`src/rtl/uart_bus_master.sv`:
```
// rtl/uart_bus_master.sv - byte-stream command frames to single-word peripheral bus rd/wr
module uart_bus_master #(
    parameter int unsigned TIMEOUT  = 1000000,
    parameter logic [7:0]  ACK_BYTE = 8'h4B,
    parameter logic [7:0]  NAK_BYTE = 8'h3F
) (
    input  logic        clk,
    input  logic        reset,
    input  logic [7:0]  rx_data,
    input  logic        rx_valid,
    output logic [7:0]  tx_data,
    output logic        tx_valid,
    input  logic        tx_ready,
    output logic        rd,
    output logic        wr,
    output logic [31:0] addr,
    output logic [31:0] wdata,
    input  logic [31:0] rdata,
    output logic        busy,
    output logic [7:0]  err_count
);

    localparam logic [7:0] CMD_WRITE = 8'h57;
    localparam logic [7:0] CMD_READ  = 8'h52;

    typedef enum logic [2:0] {
        IDLE,
        ADDR,
        DATA,
        BUS_WR,
        BUS_RD,
        RESP
    } state_t;

    state_t      state, state_nxt;
    logic        is_write;
    logic [1:0]  byte_idx;
    logic [1:0]  resp_left;
    logic [31:0] rd_shift;
    logic [31:0] tmo_cnt;
    logic        in_frame;
    logic        tmo_hit;
    logic        err_inc;
    logic        tx_fire;

    assign rd       = (state == BUS_RD);
    assign wr       = (state == BUS_WR);
    assign tx_valid = (state == RESP);
    assign busy     = (state != IDLE);
    assign tx_fire  = tx_valid && tx_ready;
    assign in_frame = (state == ADDR) || (state == DATA);

    // Fires on the TIMEOUT-th consecutive idle cycle inside a frame.
    assign tmo_hit = (TIMEOUT != 0) && in_frame && !rx_valid
                     && (tmo_cnt == TIMEOUT - 32'd1);

    always_comb begin
        state_nxt = state;
        err_inc   = 1'b0;
        case (state)
            IDLE: begin
                if (rx_valid) begin
                    if (rx_data == CMD_WRITE || rx_data == CMD_READ) begin
                        state_nxt = ADDR;
                    end else begin
                        state_nxt = RESP;
                        err_inc   = 1'b1;
                    end
                end
            end
            ADDR: begin
                if (rx_valid && byte_idx == 2'd3) begin
                    state_nxt = is_write ? DATA : BUS_RD;
                end else if (tmo_hit) begin
                    state_nxt = IDLE;
                    err_inc   = 1'b1;
                end
            end
            DATA: begin
                if (rx_valid && byte_idx == 2'd3) begin
                    state_nxt = BUS_WR;
                end else if (tmo_hit) begin
                    state_nxt = IDLE;
                    err_inc   = 1'b1;
                end
            end
            BUS_WR, BUS_RD: begin
                state_nxt = RESP;
                err_inc   = rx_valid;
            end
            RESP: begin
                err_inc = rx_valid;
                if (tx_fire && resp_left == 2'd0) begin
                    state_nxt = IDLE;
                end
            end
            default: state_nxt = IDLE;
        endcase
    end

    always_ff @(posedge clk or negedge reset) begin
        if (!reset) begin
            state     <= IDLE;
            is_write  <= 1'b0;
            byte_idx  <= 2'd0;
            resp_left <= 2'd0;
            rd_shift  <= 32'd0;
            tmo_cnt   <= 32'd0;
            addr      <= 32'd0;
            wdata     <= 32'd0;
            tx_data   <= 8'd0;
            err_count <= 8'd0;
        end else begin
            state <= state_nxt;

            if (err_inc && err_count != 8'hFF) begin
                err_count <= err_count + 8'd1;
            end

            if (TIMEOUT != 0 && in_frame && !rx_valid) begin
                tmo_cnt <= tmo_cnt + 32'd1;
            end else begin
                tmo_cnt <= 32'd0;
            end

            case (state)
                IDLE: begin
                    byte_idx <= 2'd0;
                    if (rx_valid) begin
                        is_write  <= (rx_data == CMD_WRITE);
                        tx_data   <= NAK_BYTE;
                        resp_left <= 2'd0;
                    end
                end
                ADDR: begin
                    if (rx_valid) begin
                        addr     <= {addr[23:0], rx_data};
                        byte_idx <= byte_idx + 2'd1;
                    end
                end
                DATA: begin
                    if (rx_valid) begin
                        wdata    <= {wdata[23:0], rx_data};
                        byte_idx <= byte_idx + 2'd1;
                    end
                end
                BUS_WR: begin
                    tx_data   <= ACK_BYTE;
                    resp_left <= 2'd0;
                end
                BUS_RD: begin
                    tx_data   <= rdata[31:24];
                    rd_shift  <= {rdata[23:0], 8'h00};
                    resp_left <= 2'd3;
                end
                RESP: begin
                    if (tx_fire && resp_left != 2'd0) begin
                        tx_data   <= rd_shift[31:24];
                        rd_shift  <= {rd_shift[23:0], 8'h00};
                        resp_left <= resp_left - 2'd1;
                    end
                end
                default: ;
            endcase
        end
    end

endmodule

```
`config.mk`:
```
export PLATFORM = sky130hd
export DESIGN_NAME = uart_bus_master
export DESIGN_NICKNAME = d
export VERILOG_FILES = /design/src/rtl/uart_bus_master.sv
export SDC_FILE = /design/constraint.sdc
export NUM_CORES = 1
export LEC_CHECK = 0
export CAP_MARGIN = 20
export CORE_UTILIZATION = 45
export DETAILED_ROUTE_END_ITERATION = 8
export PLACE_DENSITY = 0.81
export SLEW_MARGIN = 10
export SYNTH_ARGS = -nofsm -noshare
export SYNTH_HDL_FRONTEND = slang
export SYNTH_SLANG_ARGS = --single-unit
```
`constraint.sdc`:
```
create_clock -name clk -period 6.04 [get_ports clk]
set_input_delay 0.906 -clock clk [delete_from_list [all_inputs] [get_ports clk]]
set_output_delay 0.906 -clock clk [all_outputs]
set_load 0.01 [all_outputs]
```
Word-level counts from Yosys, hierarchy flattened
Index checks and enable logic that the tools add are counted.
{"block": "word_totals", "word_cells": 79, "in_bits": 44, "ff_bits": 152, "out_inout_bits": 84}
{"block": "op_classes", "mux": 24, "add_sub_neg": 4, "n_eq_ne": 14, "reduce_logical": 27}
{"op": "two-way mux 32 bit", "n": 2}
{"op": "case mux 32 bit (2 select lines)", "n": 1}
{"op": "adder 32 x 1 -> 32 bit, second input constant", "n": 1}
{"op": "equality test 32 x 20 -> 1 bit, second input constant", "n": 1}
{"op": "case mux 8 bit (4 select lines)", "n": 1}
{"op": "two-way mux 3 bit", "n": 7}
{"op": "equality test 8 x 7 -> 1 bit, second input constant", "n": 2}
{"op": "two-way mux 8 bit", "n": 2}
{"op": "case mux 3 bit (5 select lines)", "n": 1}
{"op": "AND reduction 2 bit", "n": 6}
{"op": "adder 8 x 1 -> 8 bit, second input constant", "n": 1}
{"op": "!= test 8 bit, second input constant", "n": 1}
{"op": "case mux 2 bit (4 select lines)", "n": 1}
{"op": "logical AND 1 bit", "n": 7}
{"op": "equality test 3 x 2 -> 1 bit, second input constant", "n": 2}
{"op": "equality test 3 bit, second input constant", "n": 2}
{"op": "two-way mux 2 bit", "n": 3}
{"op": "!= test 2 x 1 -> 1 bit, second input constant", "n": 3}
{"op": "nonzero test 2 bit", "n": 3}
{"op": "two-way mux 1 bit", "n": 4}
{"op": "case mux 2 bit (2 select lines)", "n": 1}
{"op": "nonzero test 4 bit", "n": 1}
{"op": "OR reduction 2 bit", "n": 2}
{"op": "equality test 3 x 1 -> 1 bit, second input constant", "n": 1}
{"op": "12 further kinds", "n": 13}

Logic depth before layout (Yosys ltp)
Gate-level depths: netlist of run 1.
{"block": "depth", "word_depth": 8, "ltp_mapped": 7}

Worst setup path before layout of run 1
No wires, ideal clock.
{"block": "synth_path", "path_type": "register to output", "start": "reg state[0]", "end": "out tx_valid", "n_path_buf": 3, "path_stages_with_launch": 6, "setup_slack_ns": 3.315, "arrival_ns": 1.819, "cell_sequence": "dfrtp_1 clkbuf_1 clkbuf_1 nand2_1 clkbuf_1 inv_1"}
{"block": "synth_between", "elab_chain_cells": 1}
{"element": "start, declared", "line": "35", "text": "state_t state, state_nxt;"}
{"element": "start signal, assigned", "line": "114", "text": "state <= state_nxt;"}
{"element": "equality test 3 bit", "line": "48", "text": "assign tx_valid = (state == RESP);"}
{"element": "end, declared", "line": "12", "text": "output logic tx_valid,"}
Every way passes these cells.

Worst setup path in the final report of run 1
{"block": "layout_path", "start": "reg state[2]", "end": "out tx_valid"}
The elaborated chain is that of the path after synthesis.

==> results of run 1 <==
==> registers in the layout (all words and copies together) (netlist names) <==
name / cells
rd_shift: 24
wdata: 32
addr: 32
state: 3
tx_data: 8
is_write: 1
byte_idx: 2
err_count: 8
tmo_cnt: 32
resp_left: 2
==> how the worst min path moves through the flow <==
stage                                     endpoint  slack (ns)  depth (start not counted)                startpoint
final                     rd_shift[21]$_DFFE_PN0P_        0.48                          2  rd_shift[21]$_DFFE_PN0P_
after global placement    rd_shift[16]$_DFFE_PN0P_        0.46                          2  rd_shift[16]$_DFFE_PN0P_
after global routing      rd_shift[16]$_DFFE_PN0P_        0.51                          2  rd_shift[16]$_DFFE_PN0P_
after detailed placement  rd_shift[18]$_DFFE_PN0P_        0.47                          2  rd_shift[18]$_DFFE_PN0P_
after floorplan           rd_shift[30]$_DFFE_PN0P_        0.44                          2  rd_shift[30]$_DFFE_PN0P_
after CTS                 rd_shift[18]$_DFFE_PN0P_        0.48                          2  rd_shift[18]$_DFFE_PN0P_
==> power by group <==
group,internal (mW),switching [mW],total [mW]
logic,0.683,0.529,1.21
registers,1.23,0.225,1.45
clock network,0.585,0.421,1.01
==> worst max-delay path: cells and delay by family (launching register included) <==
kind | cells | cell delay [ns]
DFF | 1 | 0.62
buffers and inverters | 2 | 0.79
and+or+nand+nor | 2 | 1.35
==> cell type report <==
class	instances	area, µm²	share of cell area [%]
clock inverter	13	128	1.52
clock buffer	19	443	5.27
multi-input combinational	357	2650	31.5
inverter	12	45.0	0.536
tap	180	225	2.68
sequential	144	3600	42.9
timing repair buffer	131	1310	15.6
==> kinds of logic after synthesis <==
group,count (synthesis),share of synthesized area [%]
AO/OA/AOI/OAI,73,7.86
XOR/XNOR,31,4.25
adder cells (fa/ha/maj),4,0.784
buffers and inverters,37,2.19
flip-flops,144,56.4
multiplexers,96,16.5
AND/OR/NAND/NOR,153,12.0
==> cell usage in the layout (no fill, tap or decap), drive strengths merged, types with 10 or more instances in the layout <==
cell,count
dfrtp,144
clkdlybuf4s50,126
mux2,72
nand2,42
nor2,37
mux2i,24
o21ai,23
xnor2,19
clkbuf,19
nand3,18
inv,16
xor2,12
nand4,11
nor4,10
a21oi,10
==> per-layer routing <==
| metal | up-vias | track usage [%] |
|---|---|---|
| met5 | - | 0 |
| met4 | 0 | 9.26 |
| met3 | 29 | 5.87 |
| met2 | 125 | 35.8 |
| met1 | 2340 | 24.5 |
| li1 | 2185 | - |
==> per-stage QoR <==
| stage | hold slack (ns) | setup WS (ns) |
|---|---|---|
| floorplan | 0.444 | 3.32 |
| global placement | 0.460 | 2.40 |
| detailed placement | 0.469 | 2.18 |
| CTS | 0.482 | 1.94 |
| global route | 0.506 | 1.69 |
| finish | 0.477 | 1.95 |
==> flow_results.org, run 1 <==
** Outcome
- The run finished with clean final reports.

** Drt
- Wire segments on met3 add up to 735 µm in the final route.
- After the first detailed-routing iteration, the DRC count stood at 239.
- Top layer reached by signal wires :: met4
- For this block, the routed nets add up to 14300 µm of wire.
- Antenna violation net count after detailed routing :: 0
- WL/cell :: 16.7 µm
- In the routed layout, each cell is associated on average with a via count of 5.47.
- For this run, design rule violations remaining after detail routing come to 0.
- Wire segments on met2 add up to roughly 7500 µm in the final route.
- The pre-antenna-repair detailed-routing pass consisted of 4 iterations.
- After detailed routing, the wire length on met1 is approximately 5700 µm.
- Routed vias :: 4679

** Layout
- Final nets :: about 710
- Cells fill about three fifths of the core in the end.
- Counting the fill cells in the layout gives approximately 1100.
- In the final layout, the share of cells above drive strength 1 is 16.9%.
- Area delta synth->final :: 31.6%
- Leaving out filler cells and counting taps, the final layout contains 856.
- The repair_antennas step left the layout with diodes totalling 0.
- Summing all non-filler instances in the final layout gives an area of approximately 8400 µm².

** Placement
- The number of placed instances, taps included, is 823.
- The placed instances occupy a cell area of 7820 µm².
- DPL Wire Length :: 10100 µm
- In this run the tool buffered the top-level ports with 127 buffer cells.
- Final RePlAce weighted congestion :: 0.787

** Global routing
- Wire length of the first global-routing pass :: between 20000 and 25000 µm
- Across every metal layer, demand over resource in global routing totals about a fifth.
- Largest net degree at the start of global routing :: 83
- Antenna violations before repair :: 0
- The via count of the first global-routing pass is 4930.
- Aggregate global routing overflow :: 0

** Setup path
- In this run the critical register-to-register path is launched from state[0]$_DFFE_PN0P_.
- Longest individual stage delay on the worst path :: 0.71 ns
- Capture point of the critical path :: tx_valid
- Largest fanout on the critical path :: 17
- Critical Setup Path Class :: flop to primary output
- Data arrives at the worst endpoint at 3.18 ns.
- Endpoint of the worst register-to-register path :: err_count[3]$_DFFE_PN0P_
- Internal reg-to-reg setup slack :: 2.70 ns
- The slowest stage of the critical path is the sky130_fd_sc_hd__nand2_1 cell.
- Endpoint class of the critical path :: primary output
- Critical path launch point :: state[2]$_DFFE_PN0P_
- Data required time of the critical path :: approximately 5.1 ns
- The worst setup path is launched from a flop.
- For the worst flop-to-flop path, the logic depth is 5.
- Sequence of cells on the critical path :: nor2b_1 > nand2_1 > inv_1 > clkdlybuf4s50_1

** Synthesis
- Syn_nets :: 586
- Of the post-synthesis cell area, the dominant cell type holds 56.4%.
- Sequential cells were found to cover 56.4% of the synthesized design area.
- Each instance of the synthesized netlist takes up on average around 12 µm².
- Gate count of the mapped netlist :: approximately 540
- The number of different library cells used by synthesis comes to 50.
- Yosys warning total :: 0
- The synthesized design spends more area on one cell type than any other, namely sky130_fd_sc_hd__dfrtp_1.
- Flop and latch count out of synthesis :: approximately 140
- In the synthesized netlist the dominant register cell turns out to be sky130_fd_sc_hd__dfrtp_1.
- Number of enable-type register cells in the synthesized netlist :: 0
- Ranked by instance count, the synthesized netlist is headed by sky130_fd_sc_hd__dfrtp_1 (144), sky130_fd_sc_hd__mux2_2 (71), sky130_fd_sc_hd__nand2_1 (42).
- Dominant cells by area after synthesis :: sky130_fd_sc_hd__dfrtp_1 (56%), sky130_fd_sc_hd__mux2_2 (13%), sky130_fd_sc_hd__mux2i_1 (3.8%)
- Post-Syn Area :: 6390 µm²
- Top-count cell post-synth :: sky130_fd_sc_hd__dfrtp_1
- Share of synthesized registers carrying an async set or reset :: 100%

** Timing
- Count of endpoints failing hold in the final timing report :: 0
- For the finished layout, the period the worst path requires is 4.09 ns.
- Setup clock skew after layout :: 0.00609 ns
- Setup total negative slack on the finished layout was measured at 0 ns.
- Final setup violation count :: 0
- Setup repair after global routing left no endpoint under its margin.
- The number of pins exceeding their max-slew limit in the final report came to 0.
- Peak Freq :: 245 MHz
- Worst Tran Pin Value :: 1.04 ns
- In this run the tightest slew margin relative to its limit is roughly 30%.
- Part of the cycle the worst path needs :: 67.7%

** Pwr
- In this run the static leakage power is between 3 and 4 nW.
- Final Power :: 3.67 mW
- Maximum vdd drop :: 282 µV
- Cell Pwr Density :: 437 nW/µm²

** CTS
- TritonCTS built the clock tree.
- Post-CTS setup-driven buffer insertion count :: 0
- Maximum level of the CTS H-tree :: 4
- Max Buffers Root-to-Sink :: 2
- After clock tree synthesis, the clock-pin slew on the worst setup and hold paths is about 0.06 ns.
- CTS Hold Buffers Added :: 0
- In this run, post-CTS repair resized a total of 0 instances.
- The later pin in the worst-skew pair is clocked with a latency of 0.42 ns.
- Inserted Clock Buffers :: 17
- CTS saw ~140 sinks.
- The root buffer cell chosen for the clock tree is sky130_fd_sc_hd__clkbuf_16.

** Die
- Core region area :: 13900 µm²
- The floorplan step defined a die boundary enclosing 14700 µm².
- Vert. Die Dim :: 121 µm
- In this run the core area contains between 40 and 50 standard-cell rows.
- The initial utilization of the core area, before any placement, comes to between 40% and 50%.
- 128 I/O pins were placed.
- The die is between 100 and 150 µm wide.

** Hold path
- Hold Path Class :: flop to flop

** Job
- Maxcap violations :: 0
No activity file was read; power rests on OpenSTA's default activity.
==> run 2: changes to the inputs <==
==> constraint.sdc (replaced) <==
create_clock -name clk -period 4.2 [get_ports clk]
set_input_delay 0.63 -clock clk [delete_from_list [all_inputs] [get_ports clk]]
set_output_delay 0.63 -clock clk [all_outputs]
set_load 0.01 [all_outputs]
==> run 2 against run 1 <==
Against the previous run: worst hold slack got worse by 0.31 ns; clock power increased by 44%; sequential share of layout area decreased by 0.22 points; design area increased by 0.52%; cell count increased by 0.35%; count of clock-buffer cells in the layout increased by 6; via count decreased by 1.2%; utilization increased by 0.32 points; critical path type unchanged; largest cell class unchanged; largest power group unchanged.
==> flow_results.org, run 2 (same netlist as run 1, synthesis figures left out) <==
** CTS
- TritonCTS clock tree :: yes
- Maximum level of the CTS H-tree :: 4
- After clock tree synthesis, the repair step resized 0 gates.
- The clock net in this run drives a total of between 100 and 150 sinks.
- Clock-pin transition on the worst setup and hold timing paths :: 0.06 ns
- Post-CTS setup-driven buffer insertion count :: 0
- Clock root buffer master :: sky130_fd_sc_hd__clkbuf_16
- Inserted Clock Buffers :: 17
- For this design, the CTS-stage hold fixing added 0 buffers.
- The clock passes through at most 2 buffers.
- Insertion delay of the later-clocked pin in the worst-skew pair :: 0.43 ns

** Timing
- Max Slew Vio Count :: 0
- Setup clock skew after layout :: ~0.0084 ns
- Setup_tns :: 0 ns
- Worst Tran Pin Value :: around 0.99 ns
- In the finished design, the share of the clock period the worst path needs comes to 79.5%.
- Setup repair after global routing left no endpoint under its margin.
- Headroom to the max-slew limit came out at 33.7%.
- Setup violations remaining at the end of the flow were counted as 0.
- Count of endpoints failing hold in the final timing report :: 0
- Derived from the worst setup path, the maximum achievable clock frequency is 299 MHz.
- Subtracting the final worst setup slack from the clock period gives 3.34 ns.

** Setup path
- At the worst endpoint, the required time is ~3.6 ns.
- The worst setup path is captured at a primary output.
- Data arrives at the worst endpoint at 2.71 ns.
- Of all nets on the critical path, the largest fanout is 17.
- The critical path is of the flop to primary output type.
- The worst setup path is launched from a flop.

** Die
- Die Footprint :: 14700 µm²
- The core region is 13900 µm².
- The die is 121 µm wide.
- Number of placement rows :: 43
- Pin placement for this block handled 128 I/O pins.
- Measured along the y axis, the die boundary spans 121 µm.
- Starting density of the core :: 46.0%

** Placement
- # placed instances :: 825
- DPL Wire Length :: around 9400 µm
- Placed standard-cell area :: slightly below 8000 µm²
- Count of port buffers added during placement :: 127
- Final RePlAce weighted congestion :: 0.841

** Job
- Maxcap violations :: 0

** Global routing
- Wire length of the first global-routing pass :: 22900 µm
- Antenna violations before repair :: 0
- Vias in the first global route :: 4654
- Aggregate global routing overflow :: 0
- Total routing resource utilization after global routing :: 20.2%
- Largest net degree at the start of global routing :: 114

** Layout
- The final layout contains 714 nets.
- Top Registers :: addr x32, tmo_cnt x32, wdata x32
- Area delta synth->final :: 32.2%
- Number of standard cells in the layout, taps in and fillers out :: 859
- Fraction of the core area covered by cells at the end of the flow :: roughly 60%
- The post-route netlist has 16.8% of its cells at a drive strength greater than 1.
- Diodes inserted :: 0
- Leading cell types in the layout, fill and taps excluded :: sky130_fd_sc_hd__dfrtp_1 (144), sky130_fd_sc_hd__clkdlybuf4s50_1 (126), sky130_fd_sc_hd__mux2_2 (71)
- The library cell used most frequently in the layout, excluding fill and tap cells, is sky130_fd_sc_hd__dfrtp_1.
- With fillers left out, the area of the finished cells amounts to 8450 µm².
- The filler cells instantiated in the layout total ~1100.

** Drt
- After detailed routing, the number of vias per cell comes to 5.38.
- First-pass detailed-route iteration total :: 4
- The routed layout has roughly 4600 vias.
- After detailed routing, the number of remaining DRC violations is 0.
- Antenna violation net count after detailed routing :: 0
- WL/cell :: 16.3 µm
- First-iteration detailed-routing DRC count :: 284
- Total routed wirelength :: 14000 µm

** Pwr
- The clock network burns about 27% of the power.
- Switching Power :: 1.64 mW
- Switching power as a share of total power :: between 30% and 40%
- Maximum vdd drop :: 425 µV
- Cell Pwr Density :: approximately 620 nW/µm²
- Leakage dissipation :: 3.64 nW
- Internal portion of total power :: around 3.6 mW
- Sequential Power Share :: 39.6%
- Comb power frac :: 33.0%

** Hold path
- Hold Path Class :: primary input to async pin

** Outcome
- The run finished with clean final reports.
## run 2: worst max-delay path, stage by stage (launching register included)
cell and delay, ns:
sky130_fd_sc_hd__dfrtp_1 0.62, sky130_fd_sc_hd__nor2b_1 0.65, sky130_fd_sc_hd__nand2_1 0.12, sky130_fd_sc_hd__buf_4 0.27, sky130_fd_sc_hd__inv_1 0.08, sky130_fd_sc_hd__clkdlybuf4s50_1 0.54
## run 2: final timing paths
check | start | to | slack (ns) | cells past startpoint
worst max-delay path | state[2]$_DFFE_PN0P_ | tx_valid | 0.86 | 5
worst min-delay path | reset | tmo_cnt[11]$_DFF_PN0_ | 0.17 | 1
worst max register to register | state[0]$_DFFE_PN0P_ | err_count[3]$_DFFE_PN0P_ | 1.27 | 5
worst min register to register | rd_shift[21]$_DFFE_PN0P_ | rd_shift[21]$_DFFE_PN0P_ | 0.48 | 2
max in group asynchronous | reset | wdata[30]$_DFFE_PN0P_ | 2.90 | 3
min in group clk | rd_shift[21]$_DFFE_PN0P_ | rd_shift[21]$_DFFE_PN0P_ | 0.48 | 2
## run 2: layout make-up
type,instances,area [µm²],share of cell area (%)
Tap cell,180,225,2.67
Sequential cell,144,3600,42.7
Multi-Input combinational cell,357,2650,31.3
Clock inverter,7,76.3,0.904
Timing Repair Buffer,134,1350,16.0
Inverter,12,45.0,0.533
Clock buffer,25,495,5.87
## run 2: through the flow
stage               hold WS (ns)  worst slack [ns]  power, mW
floorplan                  0.334              1.75       3.01
global placement           0.462              1.04       3.76
detailed placement         0.470             0.977       3.83
CTS                        0.400             0.847       5.30
global route               0.210             0.678       5.56
finish                     0.171             0.860       5.28
## run 2: power groups by stage
stage | registers, mW | clock network, mW | logic, mW
after floorplan | 2.11 | 0 | 0.901
after global placement | 2.09 | 0 | 1.67
after detailed placement | 2.11 | 0 | 1.73
after CTS | 2.09 | 1.47 | 1.74
after global routing | 2.14 | 1.53 | 1.89
final | 2.09 | 1.45 | 1.74
## run 2: per-layer routing
layer | part of all wire, % | GRT usage, % | up-vias | wire [µm]
li1 | - | - | 2187 | -
met1 | 42 | 24.3 | 2303 | 5930
met2 | 51 | 34.0 | 110 | 7160
met3 | 5.1 | 6.39 | 24 | 720
met4 | 1.6 | 7.33 | 0 | 226
met5 | 0 | 0 | - | 0
